--- src/rtl/booth_mult_radix4_seq.sv ---
// Sequential radix-4 Booth multiplier: two multiplier bits per clock, signed or unsigned
// operands per operation, valid/ready on both the operand and product sides.
module booth_mult_radix4_seq #(
    parameter int unsigned WIDTH = 8
) (
    input  logic                 clk,
    input  logic                 rst,
    input  logic                 in_valid,
    output logic                 in_ready,
    input  logic [WIDTH-1:0]     m,
    input  logic [WIDTH-1:0]     q,
    input  logic                 signed_mode,
    output logic                 out_valid,
    input  logic                 out_ready,
    output logic [2*WIDTH-1:0]   p
);

    localparam int unsigned E  = WIDTH + 2;
    localparam int unsigned N  = E / 2;
    localparam int unsigned AW = 2 * E;
    localparam int unsigned CW = $clog2(N);
    localparam logic [CW-1:0] LastCnt = CW'(N - 1);

    typedef enum logic [1:0] {StIdle, StCalc, StDone} state_e;

    state_e               state_q, state_d;
    logic [AW-1:0]        ms_q;     // multiplicand, pre-shifted by 2i
    logic [E:0]           qs_q;     // multiplier with q[-1], shifted right by 2i
    logic [AW-1:0]        acc_q;
    logic [CW-1:0]        cnt_q;
    logic [2*WIDTH-1:0]   p_q;

    logic                 accept;
    logic                 last_digit;
    logic [AW-1:0]        m_ext;
    logic [E:0]           q_ext;
    logic [AW-1:0]        pp;
    logic [AW-1:0]        acc_sum;

    // State register
    always_ff @(posedge clk) begin
        if (rst) state_q <= StIdle;
        else     state_q <= state_d;
    end

    assign last_digit = (cnt_q == LastCnt);

    // Next-state logic
    always_comb begin
        state_d = state_q;
        case (state_q)
            StIdle:  if (in_valid)  state_d = StCalc;
            StCalc:  if (last_digit) state_d = StDone;
            StDone:  if (out_ready) state_d = StIdle;
            default: state_d = StIdle;
        endcase
    end

    // Outputs
    always_comb begin
        in_ready  = (state_q == StIdle) && !rst;
        out_valid = (state_q == StDone);
        p         = p_q;
    end

    assign accept = in_valid && in_ready;

    // Unsigned operands get zero top bits, so extending straight to the accumulator
    // width keeps both modes exact modulo 2^AW.
    assign m_ext = {{(AW-WIDTH){signed_mode & m[WIDTH-1]}}, m};
    assign q_ext = {{2{signed_mode & q[WIDTH-1]}}, q, 1'b0};

    always_comb begin
        case (qs_q[2:0])
            3'b001, 3'b010: pp = ms_q;
            3'b011:         pp = ms_q << 1;
            3'b100:         pp = -(ms_q << 1);
            3'b101, 3'b110: pp = -ms_q;
            default:        pp = '0;
        endcase
    end

    assign acc_sum = acc_q + pp;

    always_ff @(posedge clk) begin
        if (rst) begin
            ms_q  <= '0;
            qs_q  <= '0;
            acc_q <= '0;
            cnt_q <= '0;
            p_q   <= '0;
        end else if (accept) begin
            ms_q  <= m_ext;
            qs_q  <= q_ext;
            acc_q <= '0;
            cnt_q <= '0;
        end else if (state_q == StCalc) begin
            ms_q  <= ms_q << 2;
            qs_q  <= qs_q >> 2;
            acc_q <= acc_sum;
            cnt_q <= cnt_q + CW'(1);
            if (last_digit) p_q <= acc_sum[2*WIDTH-1:0];
        end
    end

endmodule

--- config.mk ---
export PLATFORM = sky130hd
export DESIGN_NAME = booth_mult_radix4_seq
export DESIGN_NICKNAME = d
export VERILOG_FILES = /design/src/rtl/booth_mult_radix4_seq.sv
export SDC_FILE = /design/constraint.sdc
export NUM_CORES = 1
export LEC_CHECK = 0
export ABC_AREA = 1
export BUFFER_PORTS_ARGS = -buffer_cell sky130_fd_sc_hd__buf_2
export CORE_MARGIN = 8
export CORE_UTILIZATION = 35
export DETAILED_ROUTE_END_ITERATION = 10
export GPL_TIMING_DRIVEN = 0
export PLACE_DENSITY_LB_ADDON = 0.3
export SYNTH_ARGS = -nofsm -noshare
export SYNTH_HDL_FRONTEND = slang
export SYNTH_SLANG_ARGS = --single-unit
--- constraint.sdc ---
create_clock -name clk -period 3.81 [get_ports clk]
set_input_delay 0.1905 -clock clk [delete_from_list [all_inputs] [get_ports clk]]
set_output_delay 0.1905 -clock clk [all_outputs]
set_load 0.05 [all_outputs]
After elaboration in Yosys (flattened, before gate mapping)
Index checks and enable logic that the tools add are counted.
{"block": "word_totals", "ff_bits": 72, "in_bits": 21, "out_inout_bits": 18, "word_cells": 45}
{"block": "op_classes", "addsub": 4, "eq_ne": 12, "n_mux": 9, "n_bitwise": 3, "n_reduce_logical": 10}
{"cell": "case mux 20 bit (4 select lines)", "n": 1}
{"cell": "2-to-1 mux 20 bit", "n": 2}
{"cell": "negator 20 bit", "n": 2}
{"cell": "2-to-1 mux 11 bit", "n": 2}
{"cell": "adder 20 bit", "n": 1}
{"cell": "== test 3 bit, second input constant", "n": 4}
{"cell": "== test 3 x 2 -> 1 bit, second input constant", "n": 2}
{"cell": "2-to-1 mux 2 bit", "n": 3}
{"cell": "case mux 2 bit (3 select lines)", "n": 1}
{"cell": "AND reduction 3 bit", "n": 2}
{"cell": "OR reduction 2 bit", "n": 3}
{"cell": "!= test 2 bit, second input constant", "n": 2}
{"cell": "adder 3 x 1 -> 3 bit, second input constant", "n": 1}
{"cell": "== test 3 x 1 -> 1 bit, second input constant", "n": 1}
{"cell": "bitwise AND 1 bit", "n": 2}
{"cell": "== test 2 x 1 -> 1 bit, second input constant", "n": 1}
{"cell": "== test 2 bit, second input constant", "n": 1}
{"cell": "logical AND 1 bit", "n": 2}
{"cell": "logical NOT 2 bit", "n": 1}
{"cell": "!= test 2 x 1 -> 1 bit, second input constant", "n": 1}
{"cell": "nonzero test 2 bit", "n": 1}
{"cell": "logical NOT 1 bit", "n": 1}
{"cell": "inverter 1 bit", "n": 1}

Depth between registers and ports, before layout
{"block": "logic_depth", "word_depth": 5, "depth_mapped": 24, "ltp_nobuf": 24}

Worst setup path after synthesis
Ideal clock, no wire load.
{"block": "synth_timing", "path_kind": "reg-to-reg", "startpoint": "register ms_q[1]", "endpoint": "register acc_q[13]", "setup_ns": 0.109, "arrival_time_ns": 2.638, "required_time_ns": 3.701, "setup_slack_ns": 1.063, "path_stages_with_launch": 20, "path_buffers": 0, "path_cell_list": "dfxtp_1 inv_1 ha_1 inv_1 nor2_1 inv_1 nor2_1 nand2_1 xor2_1 a221oi_1 o21ai_0 ha_1 a21oi_1 nand2_1 a211oi_1 nand2_1 nand2_1 nand3_1 nand2_1 inv_1"}
{"block": "synth_between", "elab_chain_cells": 3, "word_cells_on_any_way": 4}
{"item": "from (decl)", "line_no": "27", "text": "logic [AW-1:0] ms_q;"}
{"item": "from (signal assigned)", "line_no": "93", "text": "ms_q <= m_ext;"}
{"item": "from (signal assigned)", "line_no": "98", "text": "ms_q <= ms_q << 2;"}
{"item": "negator 20 bit, on equally long branches", "line_no": "78, 77"}
{"item": "case mux 20 bit (4 select lines) (*)", "line_no": "74", "text": "case (qs_q[2:0])"}
{"item": "adder 20 bit (*)", "line_no": "83", "text": "assign acc_sum = acc_q + pp;"}
{"item": "to (signal assigned)", "line_no": "100", "text": "acc_q <= acc_sum;"}
{"item": "to (decl)", "line_no": "29", "text": "logic [AW-1:0] acc_q;"}
Mark *: on every way between the ends. The rest lies on a longest branch, timed or not.
A chain may end at the register's enable or synchronous reset.

Final worst setup path
{"block": "layout_timing", "startpoint": "register ms_q[0]", "endpoint": "register acc_q[13]"}
Same word-level chain as after synthesis.

==> out/qor.csv <==
metric,value,unit
Max-Cap Viols,0,
input/output buffers,37,
total core area,11320,um^2
syn nets,635,
Reg2Reg Depth,19,
maximum VDD drop,233.6,uV
setup TNS,0,ns
# Post-CTS Setup Buffers,0,
fillers,1247,
"Slew Viols, Final",0,
Seq cells post-synth,63,
Worst Path Max Fanout,6,
CTS tree,yes,
drt first pass iters,5,
Vias,4009,
Synth area leaders,"dfxtp_1 (31%), nand2_1 (13%), inv_1 (7.6%)",
Main synth FF type,dfxtp_1,
Iteration-0 DRC Markers,228,
clk_lat worst skew,0.33,ns
leakage,2.303,nW
Least-Margin Pin Slew,0.7204,ns
CP startpoint,ms_q[0]$_SDFFE_PP0P_,
layout cells sized above 1,0.1404,
Max Root-Sink Buffers,2,
GRT overflow,0,
Max Fclk,305.7,MHz
Layout Area Growth over Synthesis,17.24,%
RSZ-0062 raised after global routing,false,
post-DP HPWL,8.737,mm
"EDFF count, synth",0,
Final Non-Filler Cells,791,
clk_skew,0.005212,ns
CP Class,register to register,
area share of the largest cell type after synthesis,0.3136,
Resize count post-CTS,0,
RePlAce Congestion,0.8891,
Max-slew headroom,0.5198,
reg2reg setup slack,0.54,ns
final setup violation count,0,
Worst EP arrival,3.50,ns
reg2reg start,ms_q[0]$_SDFFE_PP0P_,
hold buffers post-CTS,0,
Top Ports,39,
Global Route Usage Sum,0.1548,
ANT cells,0,
crit share post-route,0.8585,
asr flop ratio synth,0,
DRC Markers,0,
via/cell ratio,5.068,
final wirelength,11.28,mm
outcome,finished clean,
FP Rows,39,
initial cell density of the core,0.3552,
vias in the first global route,3852,
Die Area,15180,um^2
Placed Cells incl. Taps,775,
HP Class,input pin to register,
Final min period,3.271,ns
CP dominant cell by count,nand2_1,
largest net degree at the start of global routing,11,
RR Endpoint,acc_q[13]$_SDFFE_PP0P_,
Critical Path End Type,register,
power per cell area,433.1,nW/um^2
end of the critical path,acc_q[13]$_SDFFE_PP0P_,
die width,123.2,um
"Warnings, synthesis",0,
"Distinct cells, synth",43,
nets@finish,683,
clk sinks,63,
Worst Setup Start Kind,register,
Final Hold Vio Count,0,
Die H,123.2,um
sequential area share after synthesis,0.3136,
final hold slack,0.1088,ns
Post-Syn Area,4021,um^2
Num CTS Buffers,9,
initial antenna violation count,0,
slowest stage cell on the critical path,ha_1,
CP Cell Sequence,inv_1 -> ha_1 -> inv_1 -> nor2_1 -> inv_1 -> nor2_1 -> nand2_1 -> xor2_1 -> a221oi_1 -> o21ai_0 -> ha_1 -> a21oi_1 -> nand2_1 -> a211oi_1 -> nand2_1 -> nand2_1 -> nand3_1 -> nand2_1 -> inv_1,
first-pass GRT wire length,18.53,mm
H-tree levels,3,
clk slew on worst S/H paths,0.05,ns
Final ANT Viol Nets,0,
routed length per placed instance,14.27,um
CP required,4.04,ns
Avg Synthesized Cell Area,6.759,um^2
cells after synthesis,595,
"slowest stage delay, CP",0.40,ns
root buf cell,clkbuf_16,
largest area contributor in the netlist,dfxtp_1,
==> sequential cells by signal, indices dropped and copies added, names as in the netlist <==
name     cells
acc_q       16
ms_q        16
p           16
qs_q        10
cnt_q        3
state_q      2
==> synthesized netlist by cell type (5+ instances only) <==
cell / number
o21ai_0: 30
buf_2: 7
dfxtp_1: 63
a31oi_1: 11
o211ai_1: 7
a21oi_1: 24
a221oi_1: 12
inv_2: 5
o22ai_1: 6
nand3_2: 7
inv_1: 81
clkbuf_1: 6
nand3_1: 39
nand2_1: 137
ha_1: 18
o21ai_1: 5
xor2_1: 16
nor2_1: 76
==> critical path, delay by kind of cell (launching register included) <==
kind / cells / cell delay [ns]
XOR/XNOR: 1 / 0.16
AND/OR/NAND/NOR: 8 / 0.81
flip-flops: 1 / 0.33
AO/OA/AOI/OAI: 4 / 0.96
adder cells (fa/ha/maj): 2 / 0.61
buffers and inverters: 4 / 0.30
==> area by class of cell <==
| type | count | area [um^2] | area share |
|---|---|---|---|
| Multi-Input combinational cell | 424 | 2310 | 0.4899 |
| Sequential cell | 63 | 1261 | 0.2675 |
| Inverter | 87 | 329.1 | 0.06980 |
| Clock buffer | 14 | 294.0 | 0.06237 |
| Timing Repair Buffer | 37 | 185.2 | 0.03928 |
| Tap cell | 143 | 178.9 | 0.03795 |
| Buffer | 21 | 121.4 | 0.02574 |
| Clock inverter | 2 | 35.03 | 0.007431 |
==> routing by layer <==
metal,share of wire,up-vias,track usage
li1,-,2054,-
met1,0.48,1863,0.2001
met2,0.46,79,0.2487
met3,0.041,13,0.03288
met4,0.020,0,0.05719
met5,0,-,0
==> stage by stage <==
step / area [um^2] / setup slack [ns] / utilization / power, mW
final: 4715 / 0.5392 / 0.4164 / 2.042
after global routing: 4715 / 0.2269 / 0.4164 / 2.149
after CTS: 4715 / 0.5352 / 0.4164 / 2.055
after detailed placement: 4385 / 0.5429 / 0.3874 / 1.162
after global placement: 4385 / 0.5394 / 0.3874 / 1.159
after floorplan: 4021 / 1.063 / - / 1.053
==> where the power goes <==
group	switching, mW	total (mW)	leakage, nW	internal, mW
Clock	0.296	0.891	0.165	0.594
Combinational	0.278	0.422	1.63	0.144
Sequential	0.0320	0.729	0.513	0.697
Total	0.606	2.04	2.30	1.44
==> worst min-delay path by stage <==
stage,cells past startpoint,slack [ns],from,to
final,3,0.11,q[0],qs_q[1]$_SDFFE_PP0P_
after global routing,3,0.10,q[0],qs_q[1]$_SDFFE_PP0P_
after CTS,3,0.10,q[1],qs_q[2]$_SDFFE_PP0P_
after detailed placement,3,0.44,q[1],qs_q[2]$_SDFFE_PP0P_
after global placement,3,0.43,q[0],qs_q[1]$_SDFFE_PP0P_
after floorplan,2,0.34,m[0],ms_q[0]$_SDFFE_PP0P_
==> cells by family after synthesis <==
family / Yosys count / synth area share
buf+inv: 108 / 0.1120
flops: 63 / 0.3136
fa+ha+maj: 19 / 0.06098
compound gates: 110 / 0.1714
simple gates: 277 / 0.3027
xor+xnor: 18 / 0.03920
==> cells in the final DEF (no fill, tap or decap), types with 9 or more instances in the layout <==
cell type,n
a21oi_1,24
a221oi_1,12
a31oi_1,11
buf_2,44
clkbuf_16,9
dfxtp_1,63
ha_1,18
inv_1,81
nand2_1,137
nand3_1,39
nor2_1,76
o21ai_0,30
xor2_1,16
No activity file was read; power rests on OpenSTA's default activity.
